## src/rtl/ternary_word_reduce_pkg.sv

```systemverilog
// Shared types for the packed-ternary reducer: trit codes, operator and FSM enums.
// Two-wire trit code {hi,lo}: 00=0, 01=1, 10=2, 11 invalid (treated as 2).
package ternary_pkg;

  localparam logic [1:0] T_ZERO = 2'b00;
  localparam logic [1:0] T_ONE  = 2'b01;
  localparam logic [1:0] T_TWO  = 2'b10;

  typedef enum logic [1:0] {
    OP_MIN  = 2'd0,
    OP_MAX  = 2'd1,
    OP_CONS = 2'd2,
    OP_ANY  = 2'd3
  } tern_op_e;

  typedef enum logic [1:0] {
    S_IDLE = 2'd0,
    S_ACC  = 2'd1,
    S_HOLD = 2'd2
  } tern_state_e;

  // The invalid code 11 folds onto 2 so arithmetic never sees a value above 2.
  function automatic logic [1:0] trit_decode(input logic [1:0] code);
    return (code == 2'b11) ? T_TWO : code;
  endfunction

endpackage

```

## src/rtl/ternary_word_reduce_trit_op.sv

```systemverilog
// Single-trit combinational ternary operator (MIN, MAX, CONSENSUS, ANY).
// Inputs may carry the invalid code 11; it is decoded as 2. Output is always a valid code.
module ternary_trit_op
  import ternary_pkg::*;
(
  input  logic [1:0] i_a,
  input  logic [1:0] i_b,
  input  tern_op_e   i_op,
  output logic [1:0] o_y
);

  logic [1:0] w_a;
  logic [1:0] w_b;
  logic [2:0] w_sum;

  assign w_a   = trit_decode(i_a);
  assign w_b   = trit_decode(i_b);
  assign w_sum = {1'b0, w_a} + {1'b0, w_b};

  always_comb begin
    // NOTE: default assignment first so no path through the case can infer a latch.
    o_y = T_ZERO;
    case (i_op)
      OP_MIN:  o_y = (w_a < w_b) ? w_a : w_b;
      OP_MAX:  o_y = (w_a > w_b) ? w_a : w_b;
      OP_CONS: o_y = (w_a == w_b) ? w_a : T_ONE;
      OP_ANY: begin
        // a+b-1 clamped to [0,2]
        if (w_sum == 3'd0)      o_y = T_ZERO;
        else if (w_sum >= 3'd3) o_y = T_TWO;
        else                    o_y = w_sum[1:0] - 2'd1;
      end
      default: o_y = T_ZERO;
    endcase
  end

endmodule

```

## src/rtl/ternary_word_reduce.sv

```systemverilog
// Streaming trit-wise reducer of N-trit packets with a registered, backpressured result port.
// Build option TERN_INVALID_CHECK_EN: flag packets containing the invalid trit code 11 on out_err.
module ternary_word_reduce
  import ternary_pkg::*;
#(
  parameter int TRITS = 8,
  parameter int CNT_W = 8
) (
  input  logic                 clk,
  input  logic                 rst,
  input  logic                 in_valid,
  output logic                 in_ready,
  input  logic [2*TRITS-1:0]   in_data,
  input  logic [1:0]           in_op,
  input  logic                 in_last,
  output logic                 out_valid,
  input  logic                 out_ready,
  output logic [2*TRITS-1:0]   out_data,
  output logic [CNT_W-1:0]     out_count,
  output logic                 out_err
);

  tern_state_e          r_state;
  tern_op_e             r_op;
  logic [2*TRITS-1:0]   r_acc;
  logic [CNT_W-1:0]     r_count;
  logic                 r_err;
  logic                 r_out_valid;
  logic [2*TRITS-1:0]   r_out_data;
  logic [CNT_W-1:0]     r_out_count;
  logic                 r_out_err;

  logic [2*TRITS-1:0]   w_fold;
  logic [CNT_W-1:0]     w_count_inc;
  logic                 w_beat_err;

  for (genvar g = 0; g < TRITS; g++) begin : g_trit
    ternary_trit_op u_trit_op (
      .i_a  (r_acc[2*g +: 2]),
      .i_b  (in_data[2*g +: 2]),
      .i_op (r_op),
      .o_y  (w_fold[2*g +: 2])
    );
  end

  assign w_count_inc = (&r_count) ? r_count : r_count + CNT_W'(1);

`ifdef TERN_INVALID_CHECK_EN
  logic [TRITS-1:0] w_trit_bad;
  for (genvar g = 0; g < TRITS; g++) begin : g_chk
    assign w_trit_bad[g] = &in_data[2*g +: 2];
  end
  assign w_beat_err = |w_trit_bad;
`else
  assign w_beat_err = 1'b0;
`endif

  // Ready depends on state alone, so out_ready never reaches in_ready combinationally.
  assign in_ready  = (r_state != S_HOLD);
  assign out_valid = r_out_valid;
  assign out_data  = r_out_data;
  assign out_count = r_out_count;
  assign out_err   = r_out_err;

  always_ff @(posedge clk) begin
    // NOTE: non-blocking assignments so every register samples pre-edge values.
    if (rst) begin
      r_state     <= S_IDLE;
      r_op        <= OP_MIN;
      r_acc       <= '0;
      r_count     <= '0;
      r_err       <= 1'b0;
      r_out_valid <= 1'b0;
      r_out_data  <= '0;
      r_out_count <= '0;
      r_out_err   <= 1'b0;
    end else begin
      case (r_state)
        S_IDLE: if (in_valid) begin
          r_acc   <= in_data;
          r_op    <= tern_op_e'(in_op);
          r_count <= CNT_W'(1);
          r_err   <= w_beat_err;
          if (in_last) begin
            r_state     <= S_HOLD;
            r_out_valid <= 1'b1;
            r_out_data  <= in_data;
            r_out_count <= CNT_W'(1);
            r_out_err   <= w_beat_err;
          end else begin
            r_state <= S_ACC;
          end
        end
        S_ACC: if (in_valid) begin
          r_acc   <= w_fold;
          r_count <= w_count_inc;
          r_err   <= r_err | w_beat_err;
          if (in_last) begin
            r_state     <= S_HOLD;
            r_out_valid <= 1'b1;
            r_out_data  <= w_fold;
            r_out_count <= w_count_inc;
            r_out_err   <= r_err | w_beat_err;
          end
        end
        S_HOLD: if (out_ready) begin
          r_state     <= S_IDLE;
          r_out_valid <= 1'b0;
          r_out_data  <= '0;
          r_out_count <= '0;
          r_out_err   <= 1'b0;
        end
        default: r_state <= S_IDLE;
      endcase
    end
  end

endmodule

```

## config.mk

```make
export PLATFORM = sky130hd
export DESIGN_NAME = ternary_word_reduce
export DESIGN_NICKNAME = d
export VERILOG_FILES = /design/src/rtl/ternary_word_reduce_pkg.sv /design/src/rtl/ternary_word_reduce_trit_op.sv /design/src/rtl/ternary_word_reduce.sv
export SDC_FILE = /design/constraint.sdc
export NUM_CORES = 1
export LEC_CHECK = 0
export CORE_ASPECT_RATIO = 1.5
export CORE_MARGIN = 3
export CORE_UTILIZATION = 30
export DETAILED_ROUTE_END_ITERATION = 10
export GPL_ROUTABILITY_DRIVEN = 0
export PLACE_DENSITY = 0.51
export SYNTH_ARGS = -nofsm -noshare
export SYNTH_HDL_FRONTEND = slang
export SYNTH_SLANG_ARGS = --single-unit
```

## constraint.sdc

```tcl
create_clock -name clk -period 2.63 [get_ports clk]
set_input_delay 0.526 -clock clk [delete_from_list [all_inputs] [get_ports clk]]
set_output_delay 0.526 -clock clk [all_outputs]
set_load 0.01 [all_outputs]
```

* After elaboration in Yosys (flattened, before gate mapping) *
Index checks and enable logic that the tools add are counted.

word-level totals
  bits in registers = 54
  input port bits = 23
  output and inout bits = 27
  logic and storage cells = 202

operators by class
  $add $sub $neg = 17
  order comparisons = 24
  eq/ne operators = 37
  multiplexer cells = 96
  reductions and logical operators = 20

operator list
  cell                                                               number
  2-to-1 mux 2 bit                                                   61
  2-to-1 mux 16 bit                                                  7
  2-to-1 mux 8 bit                                                   8
  one-hot mux 2 bit (4 select lines)                                 8
  one-hot mux 16 bit (3 select lines)                                1
  equality test 2 bit, second input constant                         19
  one-hot mux 16 bit (2 select lines)                                1
  adder 2 x 2 -> 3 bit                                               8
  greater-or-equal comparator 3 x 2 -> 1 bit, second input constant  8
  zero test 3 bit                                                    8
  one-hot mux 8 bit (3 select lines)                                 1
  equality test 2 bit                                                8
  > comparator 2 bit                                                 8
  less-than comparator 2 bit                                         8
  one-hot mux 8 bit (2 select lines)                                 1
  subtractor 2 x 1 -> 2 bit, second input constant                   8
  inequality test 2 bit, second input constant                       6
  adder 8 x 1 -> 8 bit, second input constant                        1
  AND reduction 4 bit                                                2
  AND reduction 8 bit                                                1
  one-hot mux 2 bit (3 select lines)                                 1
  AND reduction 6 bit                                                1
  2-to-1 mux 1 bit                                                   5
  equality test 2 x 1 -> 1 bit, second input constant                2
  other kinds (8)                                                    12

* Depth between registers and ports, before layout *
  word-level depth = 10
  mapped depth = 11
  gate-level depth less buffers = 11

* Modules after synthesis *
A second synthesis with hierarchy kept.

unflattened totals
  cells, all modules = 566
  area, all modules = 4803.4 um^2

by module, submodules not included
  module               instances  cells an instance  area each (um^2)  sequential area each (um^2)
  ternary_word_reduce  1          286                2581.2            1061.0
  ternary_trit_op      8          35                 277.8             0.0

* Worst setup path after synthesis *
No wires, ideal clock.

  path type = in2reg
  start = input in_data[4]
  end = register r_out_data[4] (netlist: out_data[4])
  setup time = 0.091 ns
  arrival time = 2.606 ns
  setup slack = -0.067 ns
  stages on the path = 9
  cells stage by stage = nor2b_1 ha_1 fa_1 inv_1 ha_1 or4_1 o22ai_1 o211ai_1 a311oi_1

on the way
  cells in the longest elaborated chain, start to end = 10
  elaborated cells on any way between the ends = 20
  classes of those cells = add/sub (2); order compare (3); eq/ne (2); mux (12); reduce/logical (1)

RTL lines
  item                                                                                            line                                                                  RTL
  start: declaration                                                                              ternary_word_reduce.sv:13                                             input logic [2*TRITS-1:0] in_data,
  equality test 2 bit                                                                             ternary_word_reduce_pkg.sv:24                                         return (code == 2'b11) ? T_TWO : code;
  2-to-1 mux 2 bit                                                                                ternary_word_reduce_pkg.sv:24
  adder 2 x 2 -> 3 bit                                                                            ternary_word_reduce_trit_op.sv:18                                     assign w_sum = {1'b0, w_a} + {1'b0, w_b};
  greater-or-equal comparator 3 x 2 -> 1 bit / subtractor 2 x 1 -> 2 bit (equally long branches)  ternary_word_reduce_trit_op.sv:30, ternary_word_reduce_trit_op.sv:31
  2-to-1 mux 2 bit                                                                                ternary_word_reduce_trit_op.sv:30                                     else if (w_sum >= 3'd3) o_y = T_TWO;
  2-to-1 mux 2 bit                                                                                ternary_word_reduce_trit_op.sv:29                                     if (w_sum == 3'd0) o_y = T_ZERO;
  one-hot mux 2 bit (4 select lines)                                                              ternary_word_reduce_trit_op.sv:23                                     case (i_op)
  2-to-1 mux 16 bit                                                                               ternary_word_reduce.sv:98                                             if (in_last) begin
  2-to-1 mux 16 bit                                                                               ternary_word_reduce.sv:94                                             S_ACC: if (in_valid) begin
  one-hot mux 16 bit (3 select lines) *                                                           ternary_word_reduce.sv:78                                             case (r_state)
  end signal: assignment                                                                          ternary_word_reduce.sv:87                                             r_out_data <= in_data;
  end signal: assignment                                                                          ternary_word_reduce.sv:101                                            r_out_data <= w_fold;
  end: declaration                                                                                ternary_word_reduce.sv:29                                             logic [2*TRITS-1:0] r_out_data;

Every way passes the cells marked *; elsewhere a longest branch is shown, timed or not. The select of a mux whose other input is x is not followed.
A chain may end at the register's enable or synchronous reset.

* Worst setup path in the final report *
  start = register r_acc[13]
  end = register r_acc[12]

on the way
  cells in the longest elaborated chain, start to end = 9
  elaborated cells on any way between the ends = 17
  classes of those cells = add/sub (2); order compare (3); eq/ne (2); mux (9); reduce/logical (1)

RTL lines
  item                                                                                            line                                                                  RTL
  start: declaration                                                                              ternary_word_reduce.sv:25                                             logic [2*TRITS-1:0] r_acc;
  start signal: assignment                                                                        ternary_word_reduce.sv:80                                             r_acc <= in_data;
  start signal: assignment                                                                        ternary_word_reduce.sv:95                                             r_acc <= w_fold;
  equality test 2 bit                                                                             ternary_word_reduce_pkg.sv:24
  2-to-1 mux 2 bit *                                                                              ternary_word_reduce_pkg.sv:24
  adder 2 x 2 -> 3 bit                                                                            ternary_word_reduce_trit_op.sv:18
  greater-or-equal comparator 3 x 2 -> 1 bit / subtractor 2 x 1 -> 2 bit (equally long branches)  ternary_word_reduce_trit_op.sv:30, ternary_word_reduce_trit_op.sv:31
  2-to-1 mux 2 bit                                                                                ternary_word_reduce_trit_op.sv:30
  2-to-1 mux 2 bit                                                                                ternary_word_reduce_trit_op.sv:29
  one-hot mux 2 bit (4 select lines) *                                                            ternary_word_reduce_trit_op.sv:23
  2-to-1 mux 16 bit *                                                                             ternary_word_reduce.sv:94
  one-hot mux 16 bit (2 select lines) *                                                           ternary_word_reduce.sv:78

Marked as above.

==> run_results.csv <==
group,metric,value,unit
sta,timing.slew.headroom,0.332,
clocking,clk_path_buf_depth,2,
sta,finalHoldViolCount,0,
worst_setup_path,cp.required,2.84,ns
status,violations,"setup timing",
clocking,clkTransAtPathRegs,0.08,ns
yosys,synthesis.nets,711,
flow_run,cap_viol_max_count,0,
routing,dr.pass1.iters,7,
worst_setup_path,critPathLaunchType,"flip-flop",
sta,rsz0062_at_grt,"yes",
pwr,comb_power_share,0.487,
yosys,post_synth_num_cell_types,63,
worst_setup_path,path_class,"flip-flop to flip-flop",
yosys,synth.most_common_cell,"ha_1",
floorplanning,die_x,109,um
sta,clock_skew,0.00758,ns
grt,grt_pass1_wl,24.6,mm
yosys,yosys-top-cells-count,"ha_1 (60), inv_1 (58), nand2_1 (54), dfxtp_1 (53), nor2_1 (44)",
clocking,cts_made_buffers,5,
place,dp.final_hpwl,11.4,mm
min_path,hold_class,"flip-flop to flip-flop",
sta,fin_ws,-0.0440,ns
yosys,synth_top_area_cell,"dfxtp_1",
grt,antenna_found_initial,0,
yosys,synth_area_per_cell,7.76,um^2
status,status,"finished with violations",
worst_setup_path,cp-end-kind,"flip-flop",
routing,post-route-drc-count,0,
grt,grt_max_degree,29,
place,dp_slack,-0.619,ns
floorplanning,start_util,0.307,
yosys,ys_seq_elements,53,
floorplanning,coreArea,0.0157,mm^2
routing,vias,4776,
sta,tightest_slew,1.00,ns
sta,drv_slew,0,
pwr,clkPwrFrac,0.229,
clocking,clk_latency,0.30,ns
clocking,cts.sinks,53,
cells_and_area,fillCellCount,1610,
clocking,ctsHtreeMaxLevel,2,
pwr,ir_drop,341,uV
place,placedCellCount,894,
cells_and_area,seq_area,0.00106,mm^2
yosys,yosysTopAreaCellShare,0.220,
yosys,async_reset_ff_frac,0,
floorplanning,fp.dieH,161,um
pwr,switching_share,0.384,
min_path,whs_path_depth,2,
pwr,total_power,3.40,mW
cells_and_area,insertedDiodeCount,0,
yosys,synthTopCellsByArea,"dfxtp_1 (22%), ha_1 (16%), inv_1 (4.5%), nand2_1 (4.2%), a21oi_1 (3.5%)",
floorplanning,io_pins,50,
sta,fin_crit_sh,1.02,
sta,hold_ws,0.456,ns
cells_and_area,fin_cells,912,
sta,finalCriticalPeriod,2.67,ns
routing,wirelength,15.3,mm
routing,ant_nets,0,
sta,setup_tns,-0.0774,ns
pwr,p_sw,1.31,mW
worst_setup_path,critPathMaxFanout,3,
clocking,cts_tree,"yes",
cells_and_area,multiInputGateArea,0.00353,mm^2
grt,grt_usage,0.175,
pwr,p_seq_frac,0.284,
floorplanning,num_rows,56,
clocking,ctsHoldBuffers,0,
yosys,synth-edff-count,0,
routing,routedWlPerCell,16.8,um
clocking,cts-root-buf,"clkbuf_16",
pwr,cellPowerDensity,537,mW/mm^2
sta,timing.fmax,0.374,GHz
cells_and_area,syn_to_final_growth,31.7,%
grt,grt-ovfl-total,0,
sta,setup_viol,2,
grt,grt_pass1_vias,4873,
worst_setup_path,reg2regPathDepth,11,
yosys,ys_warn_count,0,
routing,drtIter0Drc,203,
yosys,synthCells,620,
worst_setup_path,crit_arrival,2.89,ns
pwr,p_int,2.09,mW
yosys,synth_area,0.00481,mm^2
floorplanning,dieArea,0.0176,mm^2
cells_and_area,final_nets,799,
pwr,p_leak,2.67,nW
cells_and_area,drive_gt1_frac,0.228,
routing,via_per_inst,5.24,
place,numPortBuffers,48,
yosys,ys_seq_area_frac,0.220,
yosys,synthFlopType,"dfxtp_1",
-- power groups by stage --
stage                     Clock, mW  Sequential, mW  Combinational [mW]
after CTS                     0.795           0.958                1.58
after floorplan                   0           0.979               0.935
final                         0.778           0.966                1.66
after global placement            0           0.975                1.48
after global routing          0.824           0.978                1.83
after detailed placement          0           0.975                1.53
-- layer usage --
| layer | vias to the layer above | part of all wire | GRT usage |
|---|---|---|---|
| met5 | - | 0 | 0 |
| met4 | 0 | 0.029 | 0.0641 |
| met3 | 28 | 0.033 | 0.0168 |
| met2 | 102 | 0.54 | 0.324 |
| met1 | 2305 | 0.40 | 0.204 |
| li1 | 2341 | - | - |
-- worst paths after layout --
path | from | endpoint | slack [ns]
max | r_acc[13]$_SDFFE_PP0P_ | r_acc[12]$_SDFFE_PP0P_ | -0.04
min | out_count[6]$_SDFFE_PP0P_ | out_count[6]$_SDFFE_PP0P_ | 0.46
max reg2reg | r_acc[13]$_SDFFE_PP0P_ | r_acc[12]$_SDFFE_PP0P_ | -0.04
min reg2reg | out_count[6]$_SDFFE_PP0P_ | out_count[6]$_SDFFE_PP0P_ | 0.46
-- through the flow --
| stage | instance area [um^2] | utilization |
|---|---|---|
| 2_1_floorplan | 4850 | - |
| 3_3_place_gp | 5890 | 0.375 |
| 3_5_place_dp | 5890 | 0.375 |
| 5_1_grt | 6340 | 0.404 |
| 6_report | 6340 | 0.404 |
| 4_1_cts | 6180 | 0.394 |
-- cell type report --
type | instances | area share
multi-input combinational | 457 | 0.558
timing repair buffer | 133 | 0.172
sequential | 53 | 0.168
tap | 203 | 0.0401
inverter | 58 | 0.0351
clock buffer | 5 | 0.0197
clock inverter | 3 | 0.00731
-- critical path, stage by stage, from the launching register on --
cell and delay, ns:
dfxtp_2 0.33, nand2b_4 0.13, inv_4 0.04, ha_4 0.15, fa_1 0.57, inv_1 0.06
ha_2 0.17, or4_4 0.52, o22ai_4 0.19, buf_4 0.13, o211ai_1 0.07, a211oi_1 0.21
-- timing repair --
item / in CTS / in global routing
setup endpoints to repair: 25 / 13
endpoints found under the hold margin: 0 / 0
pin swaps: 38 / 14
gates resized for setup: 45 / 33
setup buffers: 3 / 7
cloned: 0 / 0
-- cell usage in the layout, fill, tap and decap left out, drive strengths merged, types with 10 or more instances in the layout --
master          n
a211oi         22
a21oi          35
a31oi          13
buf            86
clkdlybuf4s50  31
dfxtp          53
dlygate4sd2    12
ha             60
inv            58
nand2          54
nand2b         20
nand3          21
nor2           44
nor2b          25
o211ai         16
o21ai          20
o22ai          10
o31ai          10
-- registers in the layout, summed over array words and instances, names as in the netlist --
register,count
out_data,16
r_acc,16
out_count,8
r_count,8
r_op,2
r_state,2
out_valid,1
-- cell families after synthesis --
group / count (synthesis) / share of synthesized area
and+or+nand+nor: 196 / 0.203
AOI/OAI and AO/OA: 179 / 0.259
buffers and inverters: 110 / 0.101
adders and majority gates: 68 / 0.189
DFF: 53 / 0.220
muxes: 9 / 0.0192
xor gates and xnor gates: 4 / 0.00728
other: 1 / 0.000779
Power figures use the tool's default switching activity.
